File: src/rtl/alu_mc.sv
// alu_mc: multi-cycle ALU with valid/ready handshake; ALU_MC_MUL_EN enables the shift-add multiplier (op 14)
module alu_mc #(
  parameter int WIDTH = 16
) (
  input  logic             clk,
  input  logic             reset_n,
  input  logic             in_valid,
  output logic             in_ready,
  input  logic [3:0]       op,
  input  logic [WIDTH-1:0] a,
  input  logic [WIDTH-1:0] b,
  output logic             out_valid,
  input  logic             out_ready,
  output logic [WIDTH-1:0] y,
  output logic [WIDTH-1:0] y_hi,
  output logic [3:0]       flags
);
  localparam logic [1:0] IDLE = 2'd0;
  localparam logic [1:0] DONE = 2'd2;
`ifdef ALU_MC_MUL_EN
  localparam logic [1:0] MUL = 2'd1;
  logic [2*WIDTH-1:0] p;
  logic [WIDTH-1:0]   mc;
  logic [WIDTH:0]     s;
  logic [6:0]         cnt;
`else
  localparam logic ILLEGAL_V = 1'b1;
`endif
  logic [1:0]       state;
  logic             cflag;
  logic             acc;
  logic [WIDTH:0]   sum;
  logic [WIDTH:0]   dif;
  logic [WIDTH-1:0] r;
  logic             rc, rv, rn, rz;
  assign in_ready  = reset_n && (state == IDLE || (state == DONE && out_ready));
  assign acc       = in_valid && in_ready;
  assign out_valid = state == DONE;
  // single-cycle result and flags for the op presented at the inputs
  always_comb begin
    sum = {1'b0, a} + {1'b0, b} + {{WIDTH{1'b0}}, op == 4'd8 && cflag};
    dif = {1'b0, a} - {1'b0, b} - {{WIDTH{1'b0}}, op == 4'd9 && cflag};
    r   = '0;
    rc  = 1'b0;
    rv  = 1'b0;
    case (op)
      4'd0, 4'd8: begin
        r  = sum[WIDTH-1:0];
        rc = sum[WIDTH];
        rv = (a[WIDTH-1] == b[WIDTH-1]) && (sum[WIDTH-1] != a[WIDTH-1]);
      end
      4'd1, 4'd9, 4'd13: begin
        r  = op == 4'd13 ? a : dif[WIDTH-1:0];
        rc = dif[WIDTH];
        rv = (a[WIDTH-1] != b[WIDTH-1]) && (dif[WIDTH-1] != a[WIDTH-1]);
      end
      4'd2:  begin r = {a[WIDTH-2:0], 1'b0};       rc = a[WIDTH-1]; end
      4'd3:  begin r = {a[0], a[WIDTH-1:1]};       rc = a[0];       end
      4'd4:  r = a & b;
      4'd5:  r = a | b;
      4'd6:  r = a ^ b;
      4'd7:  r = ~a;
      4'd10: begin r = {1'b0, a[WIDTH-1:1]};       rc = a[0];       end
      4'd11: begin r = {a[WIDTH-1], a[WIDTH-1:1]}; rc = a[0];       end
      4'd12: begin r = {a[WIDTH-2:0], a[WIDTH-1]}; rc = a[WIDTH-1]; end
      4'd14: begin
`ifdef ALU_MC_MUL_EN
        r = '0;
`else
        rv = ILLEGAL_V;
`endif
      end
      4'd15: r = b;
      default: r = '0;
    endcase
    rn = op == 4'd13 ? dif[WIDTH-1] : r[WIDTH-1];
    rz = op == 4'd13 ? a == b : r == '0;
  end
`ifdef ALU_MC_MUL_EN
  // one shift-add step: add multiplicand into the high half when the current multiplier bit is set
  always_comb s = {1'b0, p[2*WIDTH-1:WIDTH]} + (p[0] ? {1'b0, mc} : '0);
`endif
  // FSM, result registers and carry flag
  always_ff @(posedge clk) begin
    if (!reset_n) begin
      state <= IDLE;
      y     <= '0;
      y_hi  <= '0;
      flags <= '0;
      cflag <= 1'b0;
`ifdef ALU_MC_MUL_EN
      p     <= '0;
      mc    <= '0;
      cnt   <= '0;
`endif
    end else if (acc) begin
`ifdef ALU_MC_MUL_EN
      if (op == 4'd14) begin
        state <= MUL;
        p     <= {{WIDTH{1'b0}}, b};
        mc    <= a;
        cnt   <= '0;
      end else begin
`else
      begin
`endif
        state <= DONE;
        y     <= r;
        y_hi  <= '0;
        flags <= {rn, rv, rc, rz};
        cflag <= op == 4'd14 ? cflag : rc;
      end
    end
`ifdef ALU_MC_MUL_EN
    else if (state == MUL) begin
      if (cnt == 7'(WIDTH)) begin
        state <= DONE;
        y     <= p[WIDTH-1:0];
        y_hi  <= p[2*WIDTH-1:WIDTH];
        flags <= {p[WIDTH-1], 1'b0, |p[2*WIDTH-1:WIDTH], p == '0};
        cflag <= |p[2*WIDTH-1:WIDTH];
      end else begin
        p   <= {s, p[WIDTH-1:1]};
        cnt <= cnt + 7'd1;
      end
    end
`endif
    else if (state == DONE && out_ready) state <= IDLE;
  end
endmodule

File: config.mk
export PLATFORM = sky130hd
export DESIGN_NAME = alu_mc
export DESIGN_NICKNAME = d
export VERILOG_FILES = /design/src/rtl/alu_mc.sv
export SDC_FILE = /design/constraint.sdc
export NUM_CORES = 1
export LEC_CHECK = 0
export CAP_MARGIN = 10
export CORE_MARGIN = 3
export CORE_UTILIZATION = 52
export CTS_CLUSTER_DIAMETER = 80
export DETAILED_ROUTE_END_ITERATION = 10
export DONT_BUFFER_PORTS = 1
export GPL_TIMING_DRIVEN = 0
export PLACE_DENSITY = 0.69
export SYNTH_ARGS = -nofsm -noshare
export SYNTH_HDL_FRONTEND = slang
export SYNTH_SLANG_ARGS = --single-unit
File: constraint.sdc
create_clock -name clk -period 4.9 [get_ports clk]
set_input_delay 1.225 -clock clk [delete_from_list [all_inputs] [get_ports clk]]
set_output_delay 1.225 -clock clk [all_outputs]
set_load 0.03 [all_outputs]
; ---- Word level (Yosys, flattened, before mapping)
; Index checks and enable logic that the tools add are counted.
; Widths: inputs -> output; s select.
[word_totals]
out_inout_bits = 38
inputBits = 40
regBits = 22
[classes]
n_addsub = 4
n_eq_ne = 20
bitwise = 5
muxes = 8
n_reduce_logical = 17
[ops]
columns = operator, count
row1 = $pmux 16 s12, 1
row2 = $eq 4x4->1 const B, 8
row3 = $add 16x16->17, 1
row4 = $add 17x1->17, 1
row5 = $sub 16x16->17, 1
row6 = $sub 17x1->17, 1
row7 = $and 16x16->16, 1
row8 = $eq 16x16->1, 1
row9 = $eq 4x3->1 const B, 4
row10 = $logic_not 16->1, 1
row11 = $mux 16, 1
row12 = $not 16->16, 1
row13 = $or 16x16->16, 1
row14 = $xor 16x16->16, 1
row15 = $eq 4x2->1 const B, 2
row16 = $logic_and 1x1->1, 7
row17 = $reduce_or 3->1, 2
row18 = $eq 4x1->1 const B, 1
row19 = $logic_not 4->1, 1
row20 = $mux 2, 2
row21 = $pmux 1 s4, 1
row22 = $reduce_or 2->1, 2
row23 = $ne 1x1->1, 3
row24 = $pmux 1 s3, 1
row25 = 7 further kinds, 8

; ---- Longest topological paths before layout
[logic_depth]
word_depth = 7
mapped_depth = 18

; ---- Worst setup path before layout
; OpenSTA, ideal clock, no wires.
[synth_path]
path_kind = input -> register
startpoint = in op[0]
endpoint = reg flags[0]
setup_ps = 96
path_stages = 16
t_required_ps = 4804
setup_slack_ps = -38
arrival_time_ps = 4843
path_cell_list = buf_6 buf_2 buf_2 clkbuf_1 nand2_1 or3_1 fa_1 ha_1 or4_4 o221a_4 nand3_4 nand3b_4 a21o_1 mux2_2 a221o_1 o41ai_2
[synth_via]
elab_chain_cells = 7
word_cells_on_any_way = 25
[synth_lines]
columns = item, line
row1 = start: declaration, 9  ; input logic [3:0] op,
row2 = $eq 4x4->1, "42, 46"
row3 = $logic_and 1x1->1, 42  ; dif = {1'b0, a} - {1'b0, b} - {{WIDTH{1'b0}}, op == 4'd9 && cflag};
row4 = $sub 17x1->17, 42
row5 = $mux 16, 53  ; r = op == 4'd13 ? a : dif[WIDTH-1:0];
row6 = $pmux 16 s12, 46  ; case (op)
row7 = $logic_not 16->1, 77  ; rz = op == 4'd13 ? a == b : r == '0;
row8 = $mux 1 (*), 77
row9 = end signal: assignment, 110  ; flags <= {rn, rv, rc, rz};
row10 = end: declaration, 16  ; output logic [3:0] flags
; Mark *: on every way between the ends. The rest lies on a longest branch, timed or not.
; A chain may end at the register's enable or synchronous reset.

; ---- Worst setup path after layout
[layout_path]
startpoint = in op[2]
endpoint = reg flags[0]
; Same word-level chain as after synthesis.

==> results.txt <==
The library cells used most frequently in the layout, excluding fill and tap cells, are 69 x sky130_fd_sc_hd__nand2_1, 62 x sky130_fd_sc_hd__ha_1, 55 x sky130_fd_sc_hd__inv_1. The number of vias per cell is 6.62. The warning count from the yosys run is 0.

The multi-input logic area is 3720 sq um. The cts-stage hold buffer count came out at 0. Counting flops and latches in the post-synthesis netlist gives 22. Traced cell by cell, the critical path runs through clkbuf_1 -> buf_4 -> nor3_4 -> clkbuf_8 -> nand3_1 -> fa_1 -> fa_2 -> nor2b_4 -> o311ai_1 -> a31oi_2 -> buf_4 -> a41o_1 -> nand2_1 -> mux2i_1 -> a2111oi_2 -> nand4_1 -> o41ai_2. The average detailed-routed wire length per instance is 20.7 um. The clock passes through at most 2 buffers. STA classifies the critical path endpoint as a flop. The maximum number of pins on one net before global-route repair is 20. In this run the critical register-to-register path is launched from cflag$_SDFFE_PN0P_. The largest incremental delay on the critical path is 440 ps. The cell area after technology mapping came out at 4560 sq um. The transition time of the tightest slew-check pin came out at 889 ps.

The final cell count without fillers is 753. The finished layout cell area is 4840 sq um. The number of clock sinks came out at 22. The insertion delay to the later sink of the worst-skew pair is 260 ps.

The global-route congestion overflow total came out at 0. The final antenna diode count is 0. Across all layers, the routed design uses 4985 vias. Among cell families on the critical path, the largest total delay comes from compound AO/OA/AOI/OAI gates. The maximum clock skew at final layout came out at 2.44 ps.

The CTS buffer count came out at 3. The most common library cell in the layout ignoring fill and taps is sky130_fd_sc_hd__nand2_1. The shortest period the worst path allows is 4780 ps. The number of enable-type register cells in the synthesized netlist is 0.

The width of the chip is 99.6 um. The first global-routing pass estimated 24200 um of wire. The number of port buffers is 0. In the synthesized netlist the async set-or-reset flop fraction comes to 0. The clock input transition at the sequential cells of the worst setup and hold paths is 70 ps. The worst hold path class is flop to flop. In the final design database the tool counted 756 nets. The area of all sequential standard cells is 440 sq um.

By area the synthesized netlist is led by sky130_fd_sc_hd__ha_1 17%, sky130_fd_sc_hd__dfxtp_1 9.7%, sky130_fd_sc_hd__nand2_1 5.7%, sky130_fd_sc_hd__o21ai_0 5.1%, sky130_fd_sc_hd__inv_1 4.5%. The worst relative slew slack is 0.405. The first detailed-routing pass ran for 8 iterations.

The required time at the worst-slack endpoint came out at 5060 ps. The arrival time at the worst endpoint came out at 4940 ps. Dividing the synthesized area by the synthesized cell count gives 7.19 sq um. The worst register-to-register path has a setup slack of 1220 ps. The highest ir drop seen on vdd is 0.0968 mV.

The row count came out at 33. The overall power consumption came out at 0.912 mW. The total of max-cap violations came out at 0. The layout filler cell count is 834. The ratio of cells with drive above 1 in the final layout came out at 0.0818.

The sort of element at the start of the critical path is an input pin. The number of endpoints with negative hold slack in the final report is 0. The post-detailed-routing wire length came out at 15600 um.

The area inside the core boundary came out at 8380 sq um. Static timing analysis puts the maximum clock frequency at 209 MHz. Timing analysis after detailed placement gives a worst setup slack of -947 ps. The maximum net fanout on the critical path came out at 10.

Summing all placed instances gives a cell area of 4750 sq um. The post-route DRC violation count came out at 0. The number of antenna violations at the first check in global routing came out at 0. Setup repair after global routing left no endpoint under its margin.

Together, buffers and inverters on the worst path number 4. The global-route usage over all layers is 0.304. TritonCTS built the clock tree. The launch instance of the worst min-delay path is cflag$_SDFFE_PN0P_. The top-level port count is 78. The cell count of the worst reg-to-reg path is 12. The total count of max-transition violations in the final report is 0. Among all stages on the critical path, the largest delay is contributed by sky130_fd_sc_hd__fa_1. In this design, the critical path's most frequently occurring cell is sky130_fd_sc_hd__buf_4.

The final number of setup-violating endpoints came out at 0. The number of DRC markers in iteration 0 came out at 647. The number of global-route vias before repair came out at 4630. The power density over the cells is 188 nW/um^2. The sum of net half-perimeters after detailed placement came out at 12400 um. The H-tree depth came out at 1. Compared with the post-synthesis result, the final layout area differs by 6.23%. The share of synthesized area in the top cell type comes to 0.170. The die area is 9930 sq um. The tree is rooted in a sky130_fd_sc_hd__clkbuf_8.

The portion of the post-synthesis area used by sequential elements is 0.0966. In this run the remaining antenna-violating nets after routing total 0. The run finished with clean final reports. The utilization of the core after routing is 0.578. The portion of the clock cycle consumed by the worst path in the final layout came out at 0.975. The worst-case setup margin in the final layout came out at 125 ps. The initial standard-cell utilization of the core is 0.544. The post-placement cell count came out at 754. The worst setup path is of the input pin to flop kind. The worst hold path stage count came out at 2. The number of instances in the synthesized netlist is 634. The last weighted congestion value of the routability-driven placer came out at 1.05.

sky130_fd_sc_hd__ha_1 takes more of the synthesized area than any other cell. The number of distinct standard cells referenced by the synthesized netlist came out at 73. The reported leakage power came out at 2.12 nW. The endpoint with the worst hold slack is cflag$_SDFFE_PN0P_. The most used flip-flop cell after synthesis is sky130_fd_sc_hd__dfxtp_1. In this run the critical register-to-register path is captured at flags[0]$_SDFFE_PN0P_. The chip height came out at 99.6 um.
[final cells by class]
| type | count | area share |
|---|---|---|
| inverter | 57 | 0.0442 |
| timing repair buffer | 2 | 0.00310 |
| buffer | 45 | 0.0579 |
| clock buffer | 3 | 0.00853 |
| multi-input combinational | 519 | 0.768 |
| tap | 105 | 0.0271 |
| sequential | 22 | 0.0910 |
[per-layer routing]
layer,GRT usage,vias up,wire [um]
met5,0,-,0
met4,0.0882,0,423
met3,0.0519,41,1860
met2,0.504,353,7090
met1,0.405,2280,6230
li1,-,2311,-
[where the power goes]
group          switching (mW)  internal, mW  total (mW)
clock                  0.0520        0.0548       0.107
sequential             0.0442         0.196       0.240
combinational           0.344         0.221       0.565
total                   0.440         0.472       0.912
[worst max path at each step]
stage | from | cells after the start | slack [ps] | endpoint
floorplan | op[1] | 15 | 40 | flags[0]$_SDFFE_PN0P_
global placement | op[2] | 16 | -990 | flags[0]$_SDFFE_PN0P_
detailed placement | op[2] | 16 | -950 | flags[0]$_SDFFE_PN0P_
CTS | op[0] | 15 | 30 | flags[0]$_SDFFE_PN0P_
global route | op[2] | 17 | 20 | flags[0]$_SDFFE_PN0P_
finish | op[2] | 17 | 120 | flags[0]$_SDFFE_PN0P_
[cells by family after synthesis]
group                    synth area share
XOR/XNOR                           0.0365
buffers and inverters               0.111
adder cells (fa/ha/maj)             0.188
multiplexers                       0.0222
AND/OR/NAND/NOR                     0.222
AO/OA/AOI/OAI                       0.323
flip-flops                         0.0966
other                            0.000823
[timing repair]
item                                    CTS  global route
buffers inserted                          1             1
resized for setup                        11             5
endpoints found under the setup margin   10             5
pin swaps                                 2             1
[worst min-delay path: stages (launching register included)]
cell and delay (ps):
sky130_fd_sc_hd__dfxtp_1 340, sky130_fd_sc_hd__a21oi_1 140, sky130_fd_sc_hd__nor2b_1 50
[registers in the layout, indices dropped and copies added, names as in the netlist]
name,flops
state,1
flags,4
cflag,1
y,16
[cell usage after synthesis (3+ instances only)]
library cell and number:
sky130_fd_sc_hd__inv_1 55, sky130_fd_sc_hd__nand2b_1 14, sky130_fd_sc_hd__nor2b_1 10, sky130_fd_sc_hd__dfxtp_1 22
sky130_fd_sc_hd__o22ai_1 11, sky130_fd_sc_hd__o21ai_1 3, sky130_fd_sc_hd__and2_1 5, sky130_fd_sc_hd__nand2_1 69
sky130_fd_sc_hd__nand3b_1 4, sky130_fd_sc_hd__o211ai_1 12, sky130_fd_sc_hd__xor2_1 5, sky130_fd_sc_hd__a221oi_1 6
sky130_fd_sc_hd__a222oi_1 6, sky130_fd_sc_hd__nor3_1 15, sky130_fd_sc_hd__a21o_1 10, sky130_fd_sc_hd__nand3_1 13
sky130_fd_sc_hd__or3_1 5, sky130_fd_sc_hd__ha_1 62, sky130_fd_sc_hd__o2111ai_1 3, sky130_fd_sc_hd__a31oi_1 5
sky130_fd_sc_hd__buf_2 7, sky130_fd_sc_hd__nand4_1 4, sky130_fd_sc_hd__a22oi_1 10, sky130_fd_sc_hd__buf_4 21
sky130_fd_sc_hd__a221o_1 4, sky130_fd_sc_hd__a22o_1 12, sky130_fd_sc_hd__o21a_1 6, sky130_fd_sc_hd__clkbuf_1 21
sky130_fd_sc_hd__a21oi_1 31, sky130_fd_sc_hd__nor4_1 5, sky130_fd_sc_hd__and3_1 7, sky130_fd_sc_hd__mux2i_1 9
sky130_fd_sc_hd__fa_1 4, sky130_fd_sc_hd__nor2_1 35, sky130_fd_sc_hd__o21ai_0 46, sky130_fd_sc_hd__o31ai_1 4
sky130_fd_sc_hd__a211oi_1 14, sky130_fd_sc_hd__xnor2_1 14
[stage by stage]
stage          hold slack, ps  setup TNS [ps]
6_report                  566               0
5_1_grt                   613               0
4_1_cts                   555               0
3_5_place_dp              542           -6540
3_3_place_gp              536           -6920
2_1_floorplan             502               0
(Power assumes the default switching activity.)
